**config.mk**
```make
export PLATFORM = sky130hd
export DESIGN_NAME = nibble_serial_tx_flat
export DESIGN_NICKNAME = d
export VERILOG_FILES = /design/src/rtl/nibble_serial_tx_if.sv /design/src/rtl/nibble_serial_tx.sv /design/src/flat_wrapper.sv
export SDC_FILE = /design/constraint.sdc
export NUM_CORES = 1
export LEC_CHECK = 0
export ABC_CLOCK_PERIOD_IN_PS = 2500
export BUFFER_PORTS_ARGS = -buffer_cell sky130_fd_sc_hd__buf_2
export CAP_MARGIN = 25
export CORE_ASPECT_RATIO = 1.25
export CORE_MARGIN = 3
export CORE_UTILIZATION = 35
export CTS_BUF_LIST = sky130_fd_sc_hd__clkbuf_16
export DETAILED_ROUTE_END_ITERATION = 8
export PLACE_DENSITY = 0.61
export SLEW_MARGIN = 10
export SYNTH_ARGS = -nofsm -noshare
export SYNTH_HDL_FRONTEND = slang
export SYNTH_SLANG_ARGS = --single-unit
```
**constraint.sdc**
```tcl
create_clock -name clk -period 2.5 [get_ports clk]
set_clock_uncertainty 0.2 [all_clocks]
set_input_delay 0.75 -clock clk [delete_from_list [all_inputs] [get_ports clk]]
set_output_delay 0.75 -clock clk [all_outputs]
set_load 0.02 [all_outputs]
```
**src/rtl/nibble_serial_tx_if.sv**
```systemverilog
// Parallel-side handshake of the nibble link transmitter: one DATA_BITS-element
// array moves from producer (master) to transmitter (slave) per valid/ready beat.
interface nibble_serial_tx_if #(
    parameter int DATA_BITS = 4
);
    logic in_data [DATA_BITS];
    logic in_valid;
    logic in_ready;

    modport master (
        output in_data,
        output in_valid,
        input  in_ready
    );

    modport slave (
        input  in_data,
        input  in_valid,
        output in_ready
    );
endinterface

```
**src/rtl/nibble_serial_tx.sv**
```systemverilog
// Nibble link transmitter: serializes one captured array per handshake as
// start bit, data elements (element 0 first), optional even parity, stop bit.
module nibble_serial_tx #(
    parameter int CLKS_PER_BIT = 4,
    parameter int DATA_BITS    = 4,
    parameter int PARITY_EN    = 0
) (
    input  logic               clk,
    input  logic               rst_n,
    nibble_serial_tx_if.slave  in_if,
    output logic               tx_out,
    output logic               busy,
    output logic               done
);
    localparam int CW = (CLKS_PER_BIT > 1) ? $clog2(CLKS_PER_BIT) : 1;
    localparam int IW = (DATA_BITS > 1) ? $clog2(DATA_BITS) : 1;
    localparam logic [CW-1:0] CNT_LAST = CW'(CLKS_PER_BIT - 1);
    localparam logic [IW-1:0] IDX_LAST = IW'(DATA_BITS - 1);

    typedef enum logic [2:0] {
        IDLE,
        START,
        DATA,
        PARITY,
        STOP
    } state_e;

    state_e        state_q, state_d;
    logic [CW-1:0] cnt_q, cnt_d;
    logic [IW-1:0] idx_q, idx_d;
    logic          shadow_q [DATA_BITS];
    logic          shadow_d [DATA_BITS];
    logic          tx_q, tx_d;
    logic          busy_q, busy_d;
    logic          done_q, done_d;
    logic          parity;

    always_comb begin
        parity = 1'b0;
        for (int unsigned i = 0; i < DATA_BITS; i++) begin
            parity = parity ^ shadow_q[i];
        end
    end

    // tx_d is the line level for the state being entered, so tx_out changes
    // on the same edge as the state register.
    always_comb begin
        state_d  = state_q;
        cnt_d    = cnt_q;
        idx_d    = idx_q;
        shadow_d = shadow_q;
        tx_d     = tx_q;
        busy_d   = busy_q;
        done_d   = 1'b0;

        if (state_q == IDLE) begin
            tx_d   = 1'b1;
            busy_d = 1'b0;
            if (in_if.in_valid) begin
                shadow_d = in_if.in_data;
                state_d  = START;
                cnt_d    = '0;
                idx_d    = '0;
                tx_d     = 1'b0;
                busy_d   = 1'b1;
            end
        end else if (cnt_q != CNT_LAST) begin
            cnt_d = cnt_q + CW'(1);
        end else begin
            cnt_d = '0;
            unique case (state_q)
                START: begin
                    state_d = DATA;
                    idx_d   = '0;
                    tx_d    = shadow_q[0];
                end
                DATA: begin
                    if (idx_q != IDX_LAST) begin
                        idx_d = idx_q + IW'(1);
                        tx_d  = shadow_q[idx_d];
                    end else if (PARITY_EN != 0) begin
                        state_d = PARITY;
                        tx_d    = parity;
                    end else begin
                        state_d = STOP;
                        tx_d    = 1'b1;
                    end
                end
                PARITY: begin
                    state_d = STOP;
                    tx_d    = 1'b1;
                end
                STOP: begin
                    state_d = IDLE;
                    idx_d   = '0;
                    tx_d    = 1'b1;
                    busy_d  = 1'b0;
                    done_d  = 1'b1;
                end
                default: begin
                    state_d = IDLE;
                    tx_d    = 1'b1;
                    busy_d  = 1'b0;
                end
            endcase
        end
    end

    always_ff @(posedge clk or negedge rst_n) begin
        if (!rst_n) begin
            state_q  <= IDLE;
            cnt_q    <= '0;
            idx_q    <= '0;
            shadow_q <= '{default: 1'b0};
            tx_q     <= 1'b1;
            busy_q   <= 1'b0;
            done_q   <= 1'b0;
        end else begin
            state_q  <= state_d;
            cnt_q    <= cnt_d;
            idx_q    <= idx_d;
            shadow_q <= shadow_d;
            tx_q     <= tx_d;
            busy_q   <= busy_d;
            done_q   <= done_d;
        end
    end

    assign in_if.in_ready = (state_q == IDLE);
    assign tx_out         = tx_q;
    assign busy           = busy_q;
    assign done           = done_q;
endmodule

```
**src/flat_wrapper.sv**
```systemverilog
// flat-port wrapper written by rule: the top's interface ports become plain ports
module nibble_serial_tx_flat 
#(
    parameter int CLKS_PER_BIT = 4,
    parameter int DATA_BITS    = 4,
    parameter int PARITY_EN    = 0
)
  (clk, rst_n, tx_out, busy, done, in_if_in_data, in_if_in_valid, in_if_in_ready);
  nibble_serial_tx_if #(.DATA_BITS(DATA_BITS)) in_if_i ();
  input  logic clk;
  input  logic rst_n;
  output logic tx_out;
  output logic busy;
  output logic done;
  input wire logic [$bits(in_if_i.in_data)-1:0] in_if_in_data;
  input wire logic [$bits(in_if_i.in_valid)-1:0] in_if_in_valid;
  output wire logic [$bits(in_if_i.in_ready)-1:0] in_if_in_ready;
  assign in_if_i.in_data = {>>{in_if_in_data}};
  assign in_if_i.in_valid = in_if_in_valid;
  assign in_if_in_ready = in_if_i.in_ready;
  nibble_serial_tx #(.CLKS_PER_BIT(CLKS_PER_BIT), .DATA_BITS(DATA_BITS), .PARITY_EN(PARITY_EN)) u_core (.clk(clk), .rst_n(rst_n), .in_if(in_if_i), .tx_out(tx_out), .busy(busy), .done(done));
endmodule
```
==> flow_metrics.env <==
export IMPL_dp_hpwl_um=1020
export IMPL_cts_root_buf="clkbuf_16"
export IMPL_maxSlewViolCount=0
export IMPL_ys_seq_elements=14
export IMPL_grt_overflow=0
export IMPL_cts_setup_buffers=0
export IMPL_path_max_fanout=10
export IMPL_fin_crit_sh_pct=87.56
export IMPL_rsz0062_at_grt="no"
export IMPL_via_per_inst=5.656
export IMPL_critPathRequiredTime_ns=1.55
export IMPL_utilization_pct=43.57
export IMPL_placed_area_sq_um=794.5
export IMPL_design_area_sq_um=873.3
export IMPL_hold_class="input port to asynchronous set/reset pin"
export IMPL_synthesis_area_sq_um=742.0
export IMPL_ctsResizeCount=0
export IMPL_avgSynthCellArea_sq_um=11.41
export IMPL_nets=86
export IMPL_synth_warnings=0
export IMPL_layout_common_cells="dfrtp_1 (13), buf_2 (10), nand2_1 (5)"
export IMPL_drv_cap=0
export IMPL_die_h_um=57.48
export IMPL_cts_buffers_inserted=3
export IMPL_ctsHoldBuffers=0
export IMPL_syn_inst=65
export IMPL_dieArea_sq_um=2712
export IMPL_min_period_ns=2.189
export IMPL_core_area_sq_um=2004
export IMPL_worst_pin_slew_ns=0.3644
export IMPL_cp_cell_sequence="nor2_4 -> nand2_4 -> inv_4 -> buf_2"
export IMPL_cpPeakStageDelay_ns=0.49
export IMPL_drt_pass1_iterations=4
export IMPL_power_leakage_uw=0.0004079
export IMPL_fmax_mhz=456.8
export IMPL_path_class="flip-flop to output port"
export IMPL_grt_max_degree=15
export IMPL_antenna_cells=0
export IMPL_cts_max_path_buffers=2
export IMPL_reg2reg_slack_ns=0.69
export IMPL_syn_num_nets=74
export IMPL_antenna_left=0
export IMPL_initial_core_util_pct=37.02
export IMPL_status="finished clean"
export IMPL_hold_viol=0
export IMPL_clock_sinks=14
export IMPL_grtUsageTotal_pct=12.96
export IMPL_cts_tree="done"
export IMPL_clk_pin_slew_ns=0.05
export IMPL_slew_headroom_pct=75.71
export IMPL_critPathCaptureType="output port"
export IMPL_p_per_area_nw_per_um2=1378
export IMPL_synthFlopType="dfrtp_1"
export IMPL_synth_edf_count=0
export IMPL_irDropWorstVdd_v=0.0005601
export IMPL_cp_slowest_cell="dfrtp_1"
export IMPL_gp_congestion=0.7616
export IMPL_timing_setup_tns_ns=0
export IMPL_async_reset_ff_share_pct=100.0
export IMPL_worst_skew_pair_late_latency_ns=0.24
export IMPL_yosysUniqueCellTypes=32
export IMPL_fin_cells=96
export IMPL_areaGrowthSynthToFinish_pct=17.71
export IMPL_grt_pass1_wl_um=2477
export IMPL_wirelength_um=1401
export IMPL_hold_ws_ns=0.1946
export IMPL_arrival_ns=1.24
export IMPL_drc=0
export IMPL_finalSetupViolCount=0
export IMPL_htree_levels=1
export IMPL_num_io_pins=11
export IMPL_grt_pass1_vias=541
export IMPL_wl_per_cell_um=14.59
export IMPL_final_common_cell="dfrtp_1"
export IMPL_drt_iter0_drc=12
export IMPL_fp_row_count=18
export IMPL_ys_seq_area_share_pct=47.39
export IMPL_io_buffers=10
export IMPL_routed_via_count=543
export IMPL_worst_setup_path_start_kind="flip-flop"
export IMPL_layout_drive_gt1_share_pct=34.21
export IMPL_place_inst=92
export IMPL_antenna_found_initial=0
export IMPL_fp_dieW_um=47.18
cells by family (layout without fill, tap and decap cells):
family                   after synthesis  after routing  share of synthesized area (%)
adder cells (fa/ha/maj)                2              2                          3.372
flip-flops                            14             14                          47.39
AO/OA/AOI/OAI                         11             11                          11.47
multiplexers                           6              6                          10.79
AND/OR/NAND/NOR                       27             27                          22.60
buffers and inverters                  5             16                          4.384
stage by stage:
step	setup WS, ns	total power, uW
global placement	0.6009	894.8
finish	0.3109	1203
detailed placement	0.5780	904.5
floorplan	0.7533	815.1
global route	0.2486	1297
CTS	0.3121	1211
layer usage:
| layer | vias up | wire [um] | track usage, % |
|---|---|---|---|
| li1 | 263 | - | - |
| met1 | 262 | 630 | 17.98 |
| met2 | 13 | 690 | 18.83 |
| met3 | 5 | 42 | 2.839 |
| met4 | 0 | 37 | 5.929 |
| met5 | - | 0 | 0 |
flip-flops by register name (all words and copies together), names as in the netlist:
| signal | cells |
|---|---|
| u_core.shadow_q | 4 |
| u_core.state_q | 3 |
| u_core.cnt_q | 2 |
| u_core.idx_q | 2 |
| u_core.busy | 1 |
| u_core.done | 1 |
| u_core.tx_out | 1 |
synth_stat cells, types with 2 or more instances:
master / count / share of area [%]
nor4_1: 2 / 1.7
o31ai_1: 2 / 2.0
nor2_1: 4 / 2.0
mux2_4: 4 / 8.1
ha_1: 2 / 3.4
dfrtp_1: 13 / 44
mux2i_1: 2 / 2.7
nand3b_1: 3 / 3.0
a21oi_1: 3 / 2.0
nand2_1: 5 / 2.5
o22ai_1: 2 / 1.7
nor3_1: 3 / 2.0
report_power, final:
| group | switching (uW) | total [uW] | internal [uW] | leakage [uW] |
|---|---|---|---|---|
| combinational | 244 | 470 | 226 | 0.000196 |
| clock | 88.4 | 300 | 211 | 0.0000385 |
| sequential | 102 | 434 | 332 | 0.000173 |
| total | 434 | 1200 | 769 | 0.000408 |
path summary, 6_finish.rpt:
kind | from | endpoint | cells past startpoint
hold reg to reg | u_core.cnt_q[0]$_DFFE_PN0P_ | u_core.cnt_q[0]$_DFFE_PN0P_ | 1
min in group clk | u_core.cnt_q[0]$_DFFE_PN0P_ | u_core.cnt_q[0]$_DFFE_PN0P_ | 1
setup / recovery | u_core.state_q[0]$_DFFE_PN0P_ | in_if_in_ready | 4
setup reg to reg | u_core.cnt_q[0]$_DFFE_PN0P_ | u_core.idx_q[1]$_DFFE_PN0P_ | 5
max in group asynchronous | rst_n | u_core.tx_out$_DFFE_PN1P_ | 1
hold / removal | rst_n | u_core.idx_q[0]$_DFFE_PN0P_ | 1
final cells by class:
type                       count  area, sq um
clock buffer                   3        75.07
clock inverter                 1        3.754
timing repair buffer          10        50.05
sequential                    14        351.6
fill                         187         1131
multi-input combinational     46        357.8
inverter                       2        10.01
tap                           20        25.02
critical path, delay by kind of cell, from the launching register on:
kind | cells | cell delay [ns]
buffers and inverters | 2 | 0.23
flip-flops | 1 | 0.49
AND/OR/NAND/NOR | 2 | 0.27
No activity file was read; power rests on OpenSTA's default activity.
